$ cat src/rtl/mdu_pkg.sv
// Shared definitions for the HI/LO multiply/divide unit.
// Holds the op encodings, the FSM state type and small op-decode helpers that the
// hazard unit also uses to decide whether an op will occupy the unit for many cycles.
package mdu_pkg;

  typedef enum logic [2:0] {
    OpMult  = 3'd0,
    OpMultu = 3'd1,
    OpDiv   = 3'd2,
    OpDivu  = 3'd3,
    OpMthi  = 3'd4,
    OpMtlo  = 3'd5
  } mdu_op_e;  // 6 and 7 are no-ops

  typedef enum logic [1:0] {
    StIdle,
    StRun,
    StFix,
    StDone
  } mdu_state_e;

  // Multi-cycle op: MULT/MULTU/DIV/DIVU all sit below 4.
  function automatic logic mdu_is_long(input logic [2:0] op);
    return op[2] == 1'b0;
  endfunction

  function automatic logic mdu_is_div(input logic [2:0] op);
    return (op == OpDiv) || (op == OpDivu);
  endfunction

  function automatic logic mdu_is_signed(input logic [2:0] op);
    return (op == OpMult) || (op == OpDiv);
  endfunction

endpackage

$ cat src/rtl/mdu_step.sv
// One radix-2 iteration of the iterative multiply/divide datapath (combinational).
// Ports:
//   div_i  - 0: shift-add multiply step, 1: restoring divide step
//   acc_i  - 2*WIDTH+1 accumulator. Multiply: {carry, partial hi, multiplier/low}.
//            Divide: {remainder (WIDTH+1), dividend/quotient (WIDTH)}.
//   b_i    - multiplicand or divisor magnitude
//   acc_o  - accumulator after one step
module mdu_step #(
  parameter int unsigned WIDTH = 32
) (
  input  logic               div_i,
  input  logic [2*WIDTH:0]   acc_i,
  input  logic [WIDTH-1:0]   b_i,
  output logic [2*WIDTH:0]   acc_o
);

  logic [WIDTH:0] sum;
  logic [WIDTH:0] rem_sh;
  logic [WIDTH:0] diff;

  always_comb begin
    // Multiply: add multiplicand into the upper half when the current multiplier bit is set.
    sum    = acc_i[2*WIDTH:WIDTH] + (acc_i[0] ? {1'b0, b_i} : '0);
    // Divide: shift the next dividend bit into the remainder before the trial subtract.
    rem_sh = acc_i[2*WIDTH-1:WIDTH-1];
    diff   = rem_sh - {1'b0, b_i};
    if (!div_i) begin
      acc_o = {1'b0, sum, acc_i[WIDTH-1:1]};
    end else if (rem_sh >= {1'b0, b_i}) begin
      acc_o = {diff, acc_i[WIDTH-2:0], 1'b1};
    end else begin
      acc_o = {rem_sh, acc_i[WIDTH-2:0], 1'b0};
    end
  end

endmodule

$ cat src/rtl/mdu_hilo.sv
// Iterative multiply/divide unit with architectural HI/LO registers.
// Ports:
//   clk_i, rst_ni        - clock, asynchronous active-low reset
//   start_i, op_i        - issue strobe and op code (mdu_pkg encodings)
//   a_i, b_i             - rs / rt operands (a_i is the MTHI/MTLO source)
//   flush_i              - abort the in-flight multiply/divide
//   busy_o               - multiply/divide in progress (RUN or FIX)
//   done_o               - one-cycle pulse when HI/LO hold a new result
//   hi_o, lo_o           - HI and LO registers
module mdu_hilo
  import mdu_pkg::*;
#(
  parameter int unsigned WIDTH = 32
) (
  input  logic             clk_i,
  input  logic             rst_ni,
  input  logic             start_i,
  input  logic [2:0]       op_i,
  input  logic [WIDTH-1:0] a_i,
  input  logic [WIDTH-1:0] b_i,
  input  logic             flush_i,
  output logic             busy_o,
  output logic             done_o,
  output logic [WIDTH-1:0] hi_o,
  output logic [WIDTH-1:0] lo_o
);

  localparam int unsigned CntW = $clog2(WIDTH);
  localparam int unsigned AccW = 2 * WIDTH + 1;
  localparam logic [CntW-1:0] CntMax = CntW'(WIDTH - 1);

  mdu_state_e       state_q, state_d;
  logic [CntW-1:0]  cnt_q, cnt_d;
  logic [AccW-1:0]  acc_q, acc_d;
  logic [WIDTH-1:0] divisor_q, divisor_d;
  logic             div_q, div_d;
  logic             neg_res_q, neg_res_d;
  logic             neg_rem_q, neg_rem_d;
  logic [WIDTH-1:0] hi_q, hi_d;
  logic [WIDTH-1:0] lo_q, lo_d;
  logic             busy_q, busy_d;
  logic             done_q, done_d;

  logic [AccW-1:0]    step_acc;
  logic               accept;
  logic               is_signed;
  logic               div_by_zero;
  logic [WIDTH-1:0]   mag_a, mag_b;
  logic [2*WIDTH-1:0] prod_raw, prod;
  logic [WIDTH-1:0]   quot, rem;

  mdu_step #(
    .WIDTH(WIDTH)
  ) u_step (
    .div_i(div_q),
    .acc_i(acc_q),
    .b_i  (divisor_q),
    .acc_o(step_acc)
  );

  always_comb begin
    accept      = start_i && !flush_i && ((state_q == StIdle) || (state_q == StDone));
    is_signed   = mdu_is_signed(op_i);
    div_by_zero = mdu_is_div(op_i) && (b_i == '0);
    mag_a       = (is_signed && a_i[WIDTH-1]) ? -a_i : a_i;
    mag_b       = (is_signed && b_i[WIDTH-1]) ? -b_i : b_i;

    prod_raw = acc_q[2*WIDTH-1:0];
    prod     = neg_res_q ? -prod_raw : prod_raw;
    quot     = neg_res_q ? -acc_q[WIDTH-1:0] : acc_q[WIDTH-1:0];
    rem      = neg_rem_q ? -acc_q[2*WIDTH-1:WIDTH] : acc_q[2*WIDTH-1:WIDTH];

    state_d   = state_q;
    cnt_d     = cnt_q;
    acc_d     = acc_q;
    divisor_d = divisor_q;
    div_d     = div_q;
    neg_res_d = neg_res_q;
    neg_rem_d = neg_rem_q;
    hi_d      = hi_q;
    lo_d      = lo_q;

    case (state_q)
      StIdle, StDone: begin
        state_d = StIdle;
        if (accept) begin
          if (mdu_is_long(op_i)) begin
            state_d   = StRun;
            cnt_d     = CntMax;
            acc_d     = {{(WIDTH + 1){1'b0}}, mag_a};
            divisor_d = mag_b;
            div_d     = mdu_is_div(op_i);
            // Divide by zero leaves an all-ones quotient and |a| remainder; keeping the
            // quotient positive and giving the remainder a's sign yields lo='1, hi=a.
            neg_res_d = is_signed && (a_i[WIDTH-1] ^ b_i[WIDTH-1]) && !div_by_zero;
            neg_rem_d = is_signed && a_i[WIDTH-1];
          end else if (op_i == OpMthi) begin
            hi_d = a_i;
          end else if (op_i == OpMtlo) begin
            lo_d = a_i;
          end
        end
      end
      StRun: begin
        if (flush_i) begin
          state_d = StIdle;
        end else begin
          acc_d = step_acc;
          if (cnt_q == '0) begin
            state_d = StFix;
          end else begin
            cnt_d = cnt_q - 1'b1;
          end
        end
      end
      StFix: begin
        if (flush_i) begin
          state_d = StIdle;
        end else begin
          state_d = StDone;
          if (div_q) begin
            hi_d = rem;
            lo_d = quot;
          end else begin
            hi_d = prod[2*WIDTH-1:WIDTH];
            lo_d = prod[WIDTH-1:0];
          end
        end
      end
      default: state_d = StIdle;
    endcase

    busy_d = (state_d == StRun) || (state_d == StFix);
    done_d = (state_d == StDone);
  end

  always_ff @(posedge clk_i or negedge rst_ni) begin
    if (!rst_ni) begin
      state_q   <= StIdle;
      cnt_q     <= '0;
      acc_q     <= '0;
      divisor_q <= '0;
      div_q     <= 1'b0;
      neg_res_q <= 1'b0;
      neg_rem_q <= 1'b0;
      hi_q      <= '0;
      lo_q      <= '0;
      busy_q    <= 1'b0;
      done_q    <= 1'b0;
    end else begin
      state_q   <= state_d;
      cnt_q     <= cnt_d;
      acc_q     <= acc_d;
      divisor_q <= divisor_d;
      div_q     <= div_d;
      neg_res_q <= neg_res_d;
      neg_rem_q <= neg_rem_d;
      hi_q      <= hi_d;
      lo_q      <= lo_d;
      busy_q    <= busy_d;
      done_q    <= done_d;
    end
  end

  assign busy_o = busy_q;
  assign done_o = done_q;
  assign hi_o   = hi_q;
  assign lo_o   = lo_q;

endmodule

$ cat config.mk
export PLATFORM = sky130hd
export DESIGN_NAME = mdu_hilo
export DESIGN_NICKNAME = d
export VERILOG_FILES = /design/src/rtl/mdu_pkg.sv /design/src/rtl/mdu_step.sv /design/src/rtl/mdu_hilo.sv
export SDC_FILE = /design/constraint.sdc
export NUM_CORES = 1
export LEC_CHECK = 0
export BUFFER_PORTS_ARGS = -buffer_cell sky130_fd_sc_hd__buf_2
export CORE_UTILIZATION = 45
export CTS_CLUSTER_DIAMETER = 30
export DETAILED_ROUTE_END_ITERATION = 10
export PLACE_DENSITY_LB_ADDON = 0.25
export SKIP_CTS_REPAIR_TIMING = 1
export SLEW_MARGIN = 20
export SYNTH_ARGS = -nofsm -noshare
export SYNTH_HDL_FRONTEND = slang
export SYNTH_HIERARCHICAL = 1
export SYNTH_SLANG_ARGS = --single-unit
$ cat constraint.sdc
create_clock -name clk_i -period 2.8 [get_ports clk_i]
set_input_delay 0 -clock clk_i [delete_from_list [all_inputs] [get_ports clk_i]]
set_output_delay 0 -clock clk_i [all_outputs]
set_load 0.05 [all_outputs]
==> metrics.md <==
| Metric | Value |
|---|---|
| Final Util | 63.1% |
| Antenna violations before repair | 1 |
| CP Launch Type | flop |
| Placer Congestion | 0.987 |
| Crit Path Class | flop to flop |
| Peak VDD IR | 0.484 mV |
| Total GRT Usage | 31.9% |
| Rel. slew slack | 37.6% |
| Die Width | 185 µm |
| Die Area | 34300 µm² |
| Layout cells sized above 1 | 30.9% |
| Crit path cell chain | and2_4, ha_4, fa_2, a21oi_2, o211ai_1, buf_4, nand4_1, nand2_2, a21o_1, a41o_1, o22ai_2, mux2i_1, o211ai_1, a22o_1 |
| YS warnings | 6 |
| Synth Register Bits | 173 |
| Buffers added on ports | 136 |
| Area growth syn-to-layout | 36.9% |
| Failing checks | hold timing, setup timing |
| HPWL after DPL | 42800 µm |
| Total vias in the final route | 16442 |
| Worst endpoint data arrival time | 3.47 ns |
| Number of cells after detailed placement | 2661 |
| Core Rows | 66 |
| CP dominant cell by count | o211ai_1 |
| Primary FF master, synth | dfrtp_1 |
| Register area share after synthesis | 28.6% |
| Drt initial violations | 1296 |
| Syn nets | 2015 |
| Initial core utilization | 46.1% |
| Mapped Cells | 1869 |
| Placed Area | 18400 µm² |
| CP required | 3.15 ns |
| Clk sinks | 173 |
| IO Pins | 137 |
| Status | complete, but fails checks |
| Nets@finish | 2462 |
| Setup ws final | -0.317 ns |
| Setup repair after global routing missed its margin | true |
| Maximum Capacitance Violations | 0 |
| TritonCTS buffer count | 17 |
| Final wirelength | 57000 µm |
| Largest net degree at the start of global routing | 70 |
| Fmax | 0.321 GHz |
| Drt pass-1 iters | 6 |
| Clk pin slew, worst setup/hold paths | 0.07 ns |
| Post-synth EDFFs | 0 |
| Wirelength per Cell | 20.6 µm |
| Max-slew violations | 0 |
| Crit-path max FO | 3 |
| Root Driver | clkbuf_16 |
| DR vias/cell | 5.93 |
| DP Worst Slack | -0.405 ns |
| Vert. Die Dim | 185 µm |
| CP Capture Type | flop |
| Netlist cell types | 87 |
| Synth Cell Area | 15100 µm² |
| Final setup fails | 53 |
| Area of the core | 32800 µm² |
| Pleak | 9.53 nW |
| PD cells | 571 nW/µm² |
| Design Power | 11.8 mW |
| ANT nets after route | 0 |
| Tcrit/Tclk final | 111% |
| Grt total ovfl | 0 |
| Clock Latency Late Sink | 0.46 ns |
| First-pass GRT wire length | 83600 µm |
| Final instance area | 20700 µm² |
| Leading cell type in the layout, fill and taps excluded | buf_4 |
| Min Tclk post-route | 3.12 ns |
| Vias in the first global route | 15024 |
| Residual DRC | 0 |
| Layout Cells excl Fill | 2771 |
| TritonCTS clock tree | yes |
| Hold WS | -0.0460 ns |
| Clock buffer depth | 2 |
| Clock skew | 0.0146 ns |
| N_diodes | 0 |
| Worst Tran Pin Value | 0.934 ns |
| Htree depth | 4 |
| Fin. Hold Viols | 7 |
| Syn avg cell area | 8.08 µm² |
| HP Class | input port to flop |
| Slowest-stage cell, CP | dfrtp_1 |
| Post-synth ARST share | 100% |
| Commonest non-fill, non-tap cells in the layout | buf_4 (324), nand2_1 (178), dfrtp_1 (167), nor2_1 (158), o21ai_0 (138) |
| CP peak stage delay | 0.41 ns |
==> sequential cells by signal (all words and copies together), names as in the netlist, 2 cells and up <==
name	flops
acc_q	65
divisor_q	32
hi_o	32
lo_o	32
cnt_q	5
state_q	2
==> path summary, 6_finish.rpt <==
path | slack (ns) | endpoint | start | depth (start not counted)
max | -0.32 | acc_q[63] | divisor_q[0] | 14
min | -0.05 | lo_o[14] | a_i[14] | 3
max reg2reg | -0.32 | acc_q[63] | divisor_q[0] | 14
min reg2reg | 0.47 | lo_o[29] | lo_o[29] | 1
max in group asynchronous | 1.78 | divisor_q[2] | rst_ni | 3
min in group asynchronous | 0.14 | hi_o[10] | rst_ni | 2
==> report_power, final <==
group | total, mW | switching (mW) | internal [mW]
clock network | 2.39 | 1.19 | 1.19
logic | 6.09 | 3.60 | 2.49
registers | 3.35 | 0.383 | 2.97
==> layout make-up <==
class | instances | area (µm²)
clock buffers | 18 | 439
repair buffers | 530 | 3940
well taps | 442 | 553
fillers | 2877 | 12100
flip-flops and latches | 173 | 4340
multi-input cells | 1527 | 11000
clock inverters | 14 | 123
inverters | 67 | 251
==> worst max-delay path, delay by kind of cell (launching register included) <==
kind	cells	cell delay (ns)
AOI/OAI and AO/OA	7	1.28
adders and majority gates	2	0.53
DFF	1	0.41
and+or+nand+nor	3	0.39
muxes	1	0.23
buffers and inverters	1	0.18
==> routing by layer <==
| metal | global-route usage (%) | share of wire [%] |
|---|---|---|
| met1 | 42.1 | 43 |
| met3 | 3.85 | 6.3 |
| met4 | 15.1 | 4.4 |
| met2 | 51.8 | 47 |
| met5 | 0 | 0.023 |
==> cell families (layout without fill, tap and decap cells) <==
family / Yosys count / after routing / share of synthesized area [%]
AND/OR/NAND/NOR: 608 / 608 / 19.7
AO/OA/AOI/OAI: 596 / 596 / 25.4
flip-flops: 173 / 173 / 28.6
buffers and inverters: 169 / 629 / 4.62
XOR/XNOR: 162 / 162 / 9.39
multiplexers: 86 / 86 / 5.95
adder cells (fa/ha/maj): 75 / 75 / 6.31
==> through the flow <==
stage | hold slack [ns] | TNS [ns]
2_1_floorplan | -0.296 | -0.124
3_3_place_gp | 0.0704 | -9.08
5_1_grt | 0.000996 | -12.53
4_1_cts | -0.415 | -12.02
3_5_place_dp | 0.0781 | -11.14
6_report | -0.0460 | -8.43
==> Yosys cell counts, drive strengths merged (7+ instances only) <==
cell type,instances,area [µm²]
mux2,31,349
o31ai,23,178
mux2i,55,551
nand2b,12,75.1
or3,25,161
xor2,72,631
nand2,186,703
o221ai,9,78.8
o21ai,162,826
nor4,29,188
inv,65,244
o211ai,10,75.1
dfrtp,173,4330
a21o,59,443
or2,9,56.3
a22o,35,307
and3,12,75.1
o21bai,7,52.6
ha,73,913
o21a,7,52.6
nor2b,7,43.8
clkbuf,87,327
a211oi,37,278
o22ai,8,50.1
nand4,18,113
nor2,159,599
xnor2,90,788
and2,49,307
a31oi,28,188
or4,17,129
o41ai,8,70.1
nand3,27,135
buf,15,120
nor3,36,196
a21oi,150,758
Power figures use the tool's default switching activity.
